===== src/rtl/fetch_pkg.sv =====
// rtl/fetch_pkg.sv - shared types and constants for the instruction fetch unit
package fetch_pkg;

  typedef enum logic [1:0] {
    BOOT = 2'd0,
    REQ  = 2'd1,
    WAIT = 2'd2,
    DROP = 2'd3
  } fetch_state_t;

  localparam logic [31:0] DEFAULT_RESET_PC = 32'h1c00_0000;
  localparam logic [31:0] INST_BYTES       = 32'd4;

endpackage


===== src/rtl/fetch_perf_cnt.sv =====
// rtl/fetch_perf_cnt.sv - saturating fetch/drop/stall event counters
module fetch_perf_cnt
  import fetch_pkg::*;
(
  input  logic        clk,
  input  logic        rstn,
  input  logic        fetch_inc,
  input  logic        drop_inc,
  input  logic        stall_inc,
  output logic [31:0] fetch_cnt,
  output logic [31:0] drop_cnt,
  output logic [31:0] stall_cnt
);

  always_ff @(posedge clk or negedge rstn) begin
    if (!rstn) begin
      fetch_cnt <= '0;
      drop_cnt  <= '0;
      stall_cnt <= '0;
    end else begin
      // counters stick at all-ones rather than wrapping
      if (fetch_inc && (fetch_cnt != '1)) fetch_cnt <= fetch_cnt + 32'd1;
      if (drop_inc  && (drop_cnt  != '1)) drop_cnt  <= drop_cnt  + 32'd1;
      if (stall_inc && (stall_cnt != '1)) stall_cnt <= stall_cnt + 32'd1;
    end
  end

endmodule


===== src/rtl/if_fetch_unit.sv =====
// rtl/if_fetch_unit.sv - single-outstanding icache requester feeding IF/ID; FETCH_PERF_EN adds event counters
module if_fetch_unit
  import fetch_pkg::*;
#(
  parameter logic [31:0] RESET_PC = DEFAULT_RESET_PC
) (
  input  logic        clk,
  input  logic        rstn,
  input  logic        redirect_valid,
  input  logic [31:0] redirect_pc,
  input  logic        stall,
  output logic [31:0] inst_raddr,
  output logic        inst_addr_valid,
  input  logic        inst_addr_ready,
  input  logic [31:0] inst_rdata,
  input  logic        inst_valid,
  output logic        inst_ready,
  output logic        if_valid,
  output logic [31:0] pc_out,
  output logic [31:0] ir_out,
  output logic [31:0] npc
`ifdef FETCH_PERF_EN
  ,
  output logic [31:0] fetch_cnt,
  output logic [31:0] drop_cnt,
  output logic [31:0] stall_cnt
`endif
);

  fetch_state_t state, state_nxt;
  logic [31:0]  pc, pc_nxt;
  logic         wait_rdy;
  logic         capture;
  logic         discard;

  // a redirect must be able to retire a pending response even under stall
  assign wait_rdy   = redirect_valid || !(if_valid && stall);
  assign inst_raddr = pc;
  assign npc        = pc + INST_BYTES;

  always_comb begin
    state_nxt       = state;
    pc_nxt          = pc;
    inst_addr_valid = 1'b0;
    inst_ready      = 1'b0;
    capture         = 1'b0;
    discard         = 1'b0;
    case (state)
      BOOT: state_nxt = REQ;
      REQ: begin
        inst_addr_valid = 1'b1;
        if (inst_addr_ready) state_nxt = redirect_valid ? DROP : WAIT;
      end
      WAIT: begin
        inst_ready = wait_rdy;
        if (inst_valid && wait_rdy) begin
          state_nxt = REQ;
          if (redirect_valid) begin
            discard = 1'b1;
          end else begin
            capture = 1'b1;
            pc_nxt  = pc + INST_BYTES;
          end
        end else if (redirect_valid) begin
          state_nxt = DROP;
        end
      end
      DROP: begin
        inst_ready = 1'b1;
        if (inst_valid) begin
          state_nxt = REQ;
          discard   = 1'b1;
        end
      end
      default: state_nxt = BOOT;
    endcase
    if (redirect_valid) pc_nxt = redirect_pc;
  end

  always_ff @(posedge clk or negedge rstn) begin
    if (!rstn) begin
      state <= BOOT;
      pc    <= RESET_PC;
    end else begin
      state <= state_nxt;
      pc    <= pc_nxt;
    end
  end

  always_ff @(posedge clk or negedge rstn) begin
    if (!rstn) begin
      if_valid <= 1'b0;
      pc_out   <= '0;
      ir_out   <= '0;
    end else if (redirect_valid) begin
      if_valid <= 1'b0;
    end else if (capture) begin
      if_valid <= 1'b1;
      pc_out   <= pc;
      ir_out   <= inst_rdata;
    end else if (!stall) begin
      if_valid <= 1'b0;
    end
  end

`ifdef FETCH_PERF_EN
  fetch_perf_cnt u_perf (
    .clk       (clk),
    .rstn      (rstn),
    .fetch_inc (capture),
    .drop_inc  (discard),
    .stall_inc (if_valid && stall),
    .fetch_cnt (fetch_cnt),
    .drop_cnt  (drop_cnt),
    .stall_cnt (stall_cnt)
  );
`else
  logic unused_discard;
  assign unused_discard = discard;
`endif

endmodule


===== config.mk =====
export PLATFORM = sky130hd
export DESIGN_NAME = if_fetch_unit
export DESIGN_NICKNAME = d
export VERILOG_FILES = /design/src/rtl/fetch_pkg.sv /design/src/rtl/fetch_perf_cnt.sv /design/src/rtl/if_fetch_unit.sv
export SDC_FILE = /design/constraint.sdc
export NUM_CORES = 1
export LEC_CHECK = 0
export ABC_CLOCK_PERIOD_IN_PS = 3120
export CAP_MARGIN = 15
export CORE_MARGIN = 2
export CORE_UTILIZATION = 43
export DETAILED_ROUTE_END_ITERATION = 16
export PLACE_DENSITY = 0.81
export RECOVER_POWER = 50
export SYNTH_ARGS = -nofsm -noshare
export SYNTH_HDL_FRONTEND = slang
export SYNTH_SLANG_ARGS = --single-unit

===== constraint.sdc =====
create_clock -name clk -period 3.12 [get_ports clk]
set_input_delay 0.78 -clock clk [delete_from_list [all_inputs] [get_ports clk]]
set_output_delay 0.78 -clock clk [all_outputs]
set_load 0.05 [all_outputs]

# Word-level counts from Yosys, hierarchy flattened
# Index checks and enable logic that the tools add are counted.
# op_classes
n_addsub	1
n_reduce_logical	10
mux	17
eq_ne	7
bitwise	1
# op_table
cell	count
32-bit 2-to-1 mux	3
32-bit by 3-bit adder with 32-bit output (second input constant)	1
1-bit 2-to-1 mux	8
2-bit 2-to-1 mux	4
2-bit one-hot mux with 4 select lines	1
2-bit equality test (second input constant)	2
2-bit != test (second input constant)	2
2-bit AND reduction	2
2-bit nonzero test	2
3-bit by 2-bit != test with 1-bit output (second input constant)	1
3-bit != test (second input constant)	1
3-bit AND reduction	1
2-bit by 1-bit equality test with 1-bit output (second input constant)	1
1-bit logical AND	2
2-bit zero test	1
1-bit one-hot mux with 2 select lines	1
1-bit zero test	1
1-bit logical OR	1
1-bit inverter	1
# word_totals
word_cells	41
inputBits	70
register_bits	99
out_inout_bits	131

# Logic depth before layout (Yosys ltp)
# depth
word_depth	8
depth_mapped	8
ltp_nobuf	7

# Worst setup path before layout
# OpenSTA, ideal clock, no wires.
# synth_timing
kind	reg2out
from	register pc[2] (netlist: inst_raddr[2])
to	output port npc[24]
t_arrival_ns	2.824
path_slack_ns	-0.484
required_ns	2.340
stages_incl_launch_ff	8
n_path_buf	1
cell_sequence	dfrtp_1 > ha_1 > nand3_1 > or4_1 > buf_2 > nor2_1 > nand2_1 > xnor2_1
# synth_between
elab_chain_len	1
# synth_lines
element	line_no	text
start: declaration	if_fetch_unit.sv:31	logic [31:0] pc, pc_nxt;
start signal: assignment	if_fetch_unit.sv:86	pc <= pc_nxt;
32-bit by 3-bit adder with 32-bit output	if_fetch_unit.sv:39	assign npc = pc + INST_BYTES;
end: declaration	if_fetch_unit.sv:21	output logic [31:0] npc
# No other way between the ends.

# Worst setup path after layout
# layout_timing
from	register pc[7] (netlist: inst_raddr[7])
to	output port npc[30]
# The elaborated chain is that of the path after synthesis.

==> results.md <==
- Final Cycle Share: 97.38%
- Mapped Area: just under 5000 um^2
- First-pass GRT wire length: around 21000 um
- Syn Area/Cell: 11.17 um^2
- Fin crit period: 3.038 ns
- CP required: roughly 2.3 ns
- Primary FF master, synth: dfrtp_1
- CTS Buf Count: 9
- VDD IR max: 0.5754 mV
- Tot GR Track Use: 22.86%
- Worst rel slew slack: -45.75%
- Slew @ Worst Pin: 2.186 ns
- Sink Count: 99
- Final WL: approximately 14000 um
- Most common cell in the netlist: dfrtp_1
- Die Span X: 109.9 um
- H-tree Lvls: 3
- Max Cap Violations: 1
- Ranking of synthesized cells by area: dfrtp_1 (50%), mux2_2 (15%), xnor2_1 (5.3%), nand2_1 (4.5%), xor2_1 (4.0%)
- Final Max Slew Viols: 100
- Largest area contributor in the netlist: dfrtp_1
- FMAX: about 0.33 GHz
- Seq cells post-synth: just under 100
- Sequential cell area fraction in the yosys report: 51.43%
- Core Box Area: roughly 11000 um^2
- Multi-input logic area: 2305 um^2
- Busiest layer in global routing: met2
- Setup CP Type: reg2out
- Failing checks: capacitance limit, slew limit
- Hold-fix buffers, CTS: 0
- Worst hold path class: reg2reg
- Worst slack at placement: 0.08745 ns
- DRC: 0
- Max clock buf depth: 2
- GRT overflow: 0
- Die Y: 109.9 um
- # rows: 38
- Worst-path fanout max: 6
- Initial core utilization: between 40% and 50%
- Critical Path Start Type: register
- Fillers: 839
- Post-route setup slack: 0.08180 ns
- Initial antenna violation count: 0
- Worst Skew: 0.009982 ns
- Cells after Synth: 432
- Crit path capture type: primary output
- Status: finished with violations
- Post-synth EDFFs: 0
- GR Util met1: 28.06%
- Die footprint: 12080 um^2
- Final RePlAce weighted congestion: approximately 0.84
- TritonCTS clock tree: done
- Reg area: between 2000 and 2500 um^2
- Power Dens Cells: 890.1 nW/um^2
- Clk_lat worst skew: 0.37 ns
- Antenna Nets Post-Route: 0
- Layout cells sized above 1: between 20% and 30%
- Initial DRT Pass Iterations: 4
- Area growth from synthesis to layout: 58.04%
- I/O pin count: 201
- Clock transition at path regs: roughly 0.090 ns
- Synth cell count leaders: dfrtp_1 (96), mux2_2 (65), nand2_1 (58), xnor2_1 (29), o21ai_0 (25)
- Nets: 714
- Critical Path AT: 2.26 ns
- Ys Warns: 0
- Post-DR vias/cell: 5.149
- Met3 usage: 7.172%
- Core Util, Final: 70.03%
- Distinct cells, synth: 38
- Largest net degree at the start of global routing: 100
- Synth top area share: 49.79%
- Number of global-route vias before repair: 4086
- Static leakage: 3.237 nW
- Syn nets: 506
- Hold Fails Final Rpt: 0
- Routing usage on met2: between 30% and 40%
- Setup violators final: 0
- Setup TNS: 0 ns
- Via count: 4042
- Async SR Flop Fraction: 100.0%
- Port-buffer cells: 200
- Root Buffer: clkbuf_8
- DRT iter0 DRCs: 159
- Tot Pwr: 6.787 mW
- Post-detail-place hpwl: 9758 um
- Number of diodes: 0
- Average wire per standard cell: 17.49 um
==> worst max-delay path, stage by stage, from the launching register on <==
cell and delay [ns]:
dfrtp_2 0.39, nand4_2 0.18, or4_4 0.69, nor4_4 0.25, xor2_2 0.21, buf_12 0.16
==> metal layers <==
layer	share of wire (%)	vias up	wire length, um
li1	-	1889	-
met4	1.3	0	181
met2	51	149	6980
met5	0	-	0
met1	40	1988	5451
met3	8.2	16	1120
==> state kept, by name, summed over array words and instances, names as in the netlist <==
name and cells:
ir_out 32, pc_out 32, if_valid 1, state 2, inst_raddr 32
==> cells in the final DEF (no fill, tap or decap), types with 5 or more instances in the layout <==
| cell type | count |
|---|---|
| xnor2_2 | 7 |
| dfrtp_2 | 13 |
| nand4_1 | 9 |
| buf_12 | 18 |
| and3_1 | 6 |
| xnor2_1 | 22 |
| clkdlybuf4s50_1 | 170 |
| nand3_1 | 10 |
| dfrtp_1 | 83 |
| nor2_1 | 12 |
| o21ai_1 | 5 |
| o221ai_1 | 5 |
| nand2_1 | 58 |
| inv_1 | 11 |
| xor2_1 | 18 |
| buf_4 | 33 |
| mux2_2 | 65 |
| clkbuf_8 | 11 |
| o21ai_0 | 25 |
==> through the flow <==
stage                     instance area (um^2)  hold slack (ns)  cells
after global routing                      7625           0.5164    785
after floorplan                           4930           0.4844    432
after CTS                                 7606           0.4711    780
after detailed placement                  7262           0.4754    753
after global placement                    7262           0.4706    753
final                                     7625           0.4904    785
==> cells by family (layout without fill, tap and decap cells) <==
| group | count (synthesis) | in the layout | synth area share [%] |
|---|---|---|---|
| mux | 67 | 67 | 15.59 |
| simple gates | 127 | 127 | 13.98 |
| fa+ha+maj | 4 | 4 | 1.037 |
| compound gates | 39 | 39 | 4.538 |
| buf+inv | 45 | 258 | 4.175 |
| flops | 99 | 99 | 51.43 |
| xor+xnor | 51 | 51 | 9.258 |
==> layout make-up <==
cell class                 count  share of cell area (%)
timing repair buffer         231                   31.19
tap                          140                   2.297
clock buffer                  12                   2.035
sequential                    99                   32.75
clock inverter                 4                  0.9518
multi-input combinational    288                   30.23
inverter                      11                  0.5415
==> final timing paths <==
| kind | slack (ns) | cells past startpoint | start | to |
|---|---|---|---|---|
| worst max-delay path | 0.08 | 5 | inst_raddr[7] | npc[30] |
| worst max register to register | 0.75 | 8 | state[0] | inst_raddr[9] |
| worst min register to register | 0.49 | 2 | pc_out[14] | pc_out[14] |
| worst min-delay path | 0.49 | 2 | pc_out[14] | pc_out[14] |
| min in group asynchronous | 1.17 | 2 | rstn | pc_out[24] |
| max in group asynchronous | 0.48 | 2 | rstn | inst_raddr[10] |
==> what timing repair did <==
item / CTS / global route
cloned: 0 / 1
buffers inserted: 11 / 4
pin swaps: 3 / 4
gates resized for setup: 8 / 7
endpoints found under the setup margin: 10 / 7
==> where the power goes <==
group	leakage [nW]	switching [mW]	internal (mW)
logic	1.91	2.42	1.41
registers	1.21	0.279	1.74
clock network	0.113	0.443	0.495
Power figures use the tool's default switching activity.
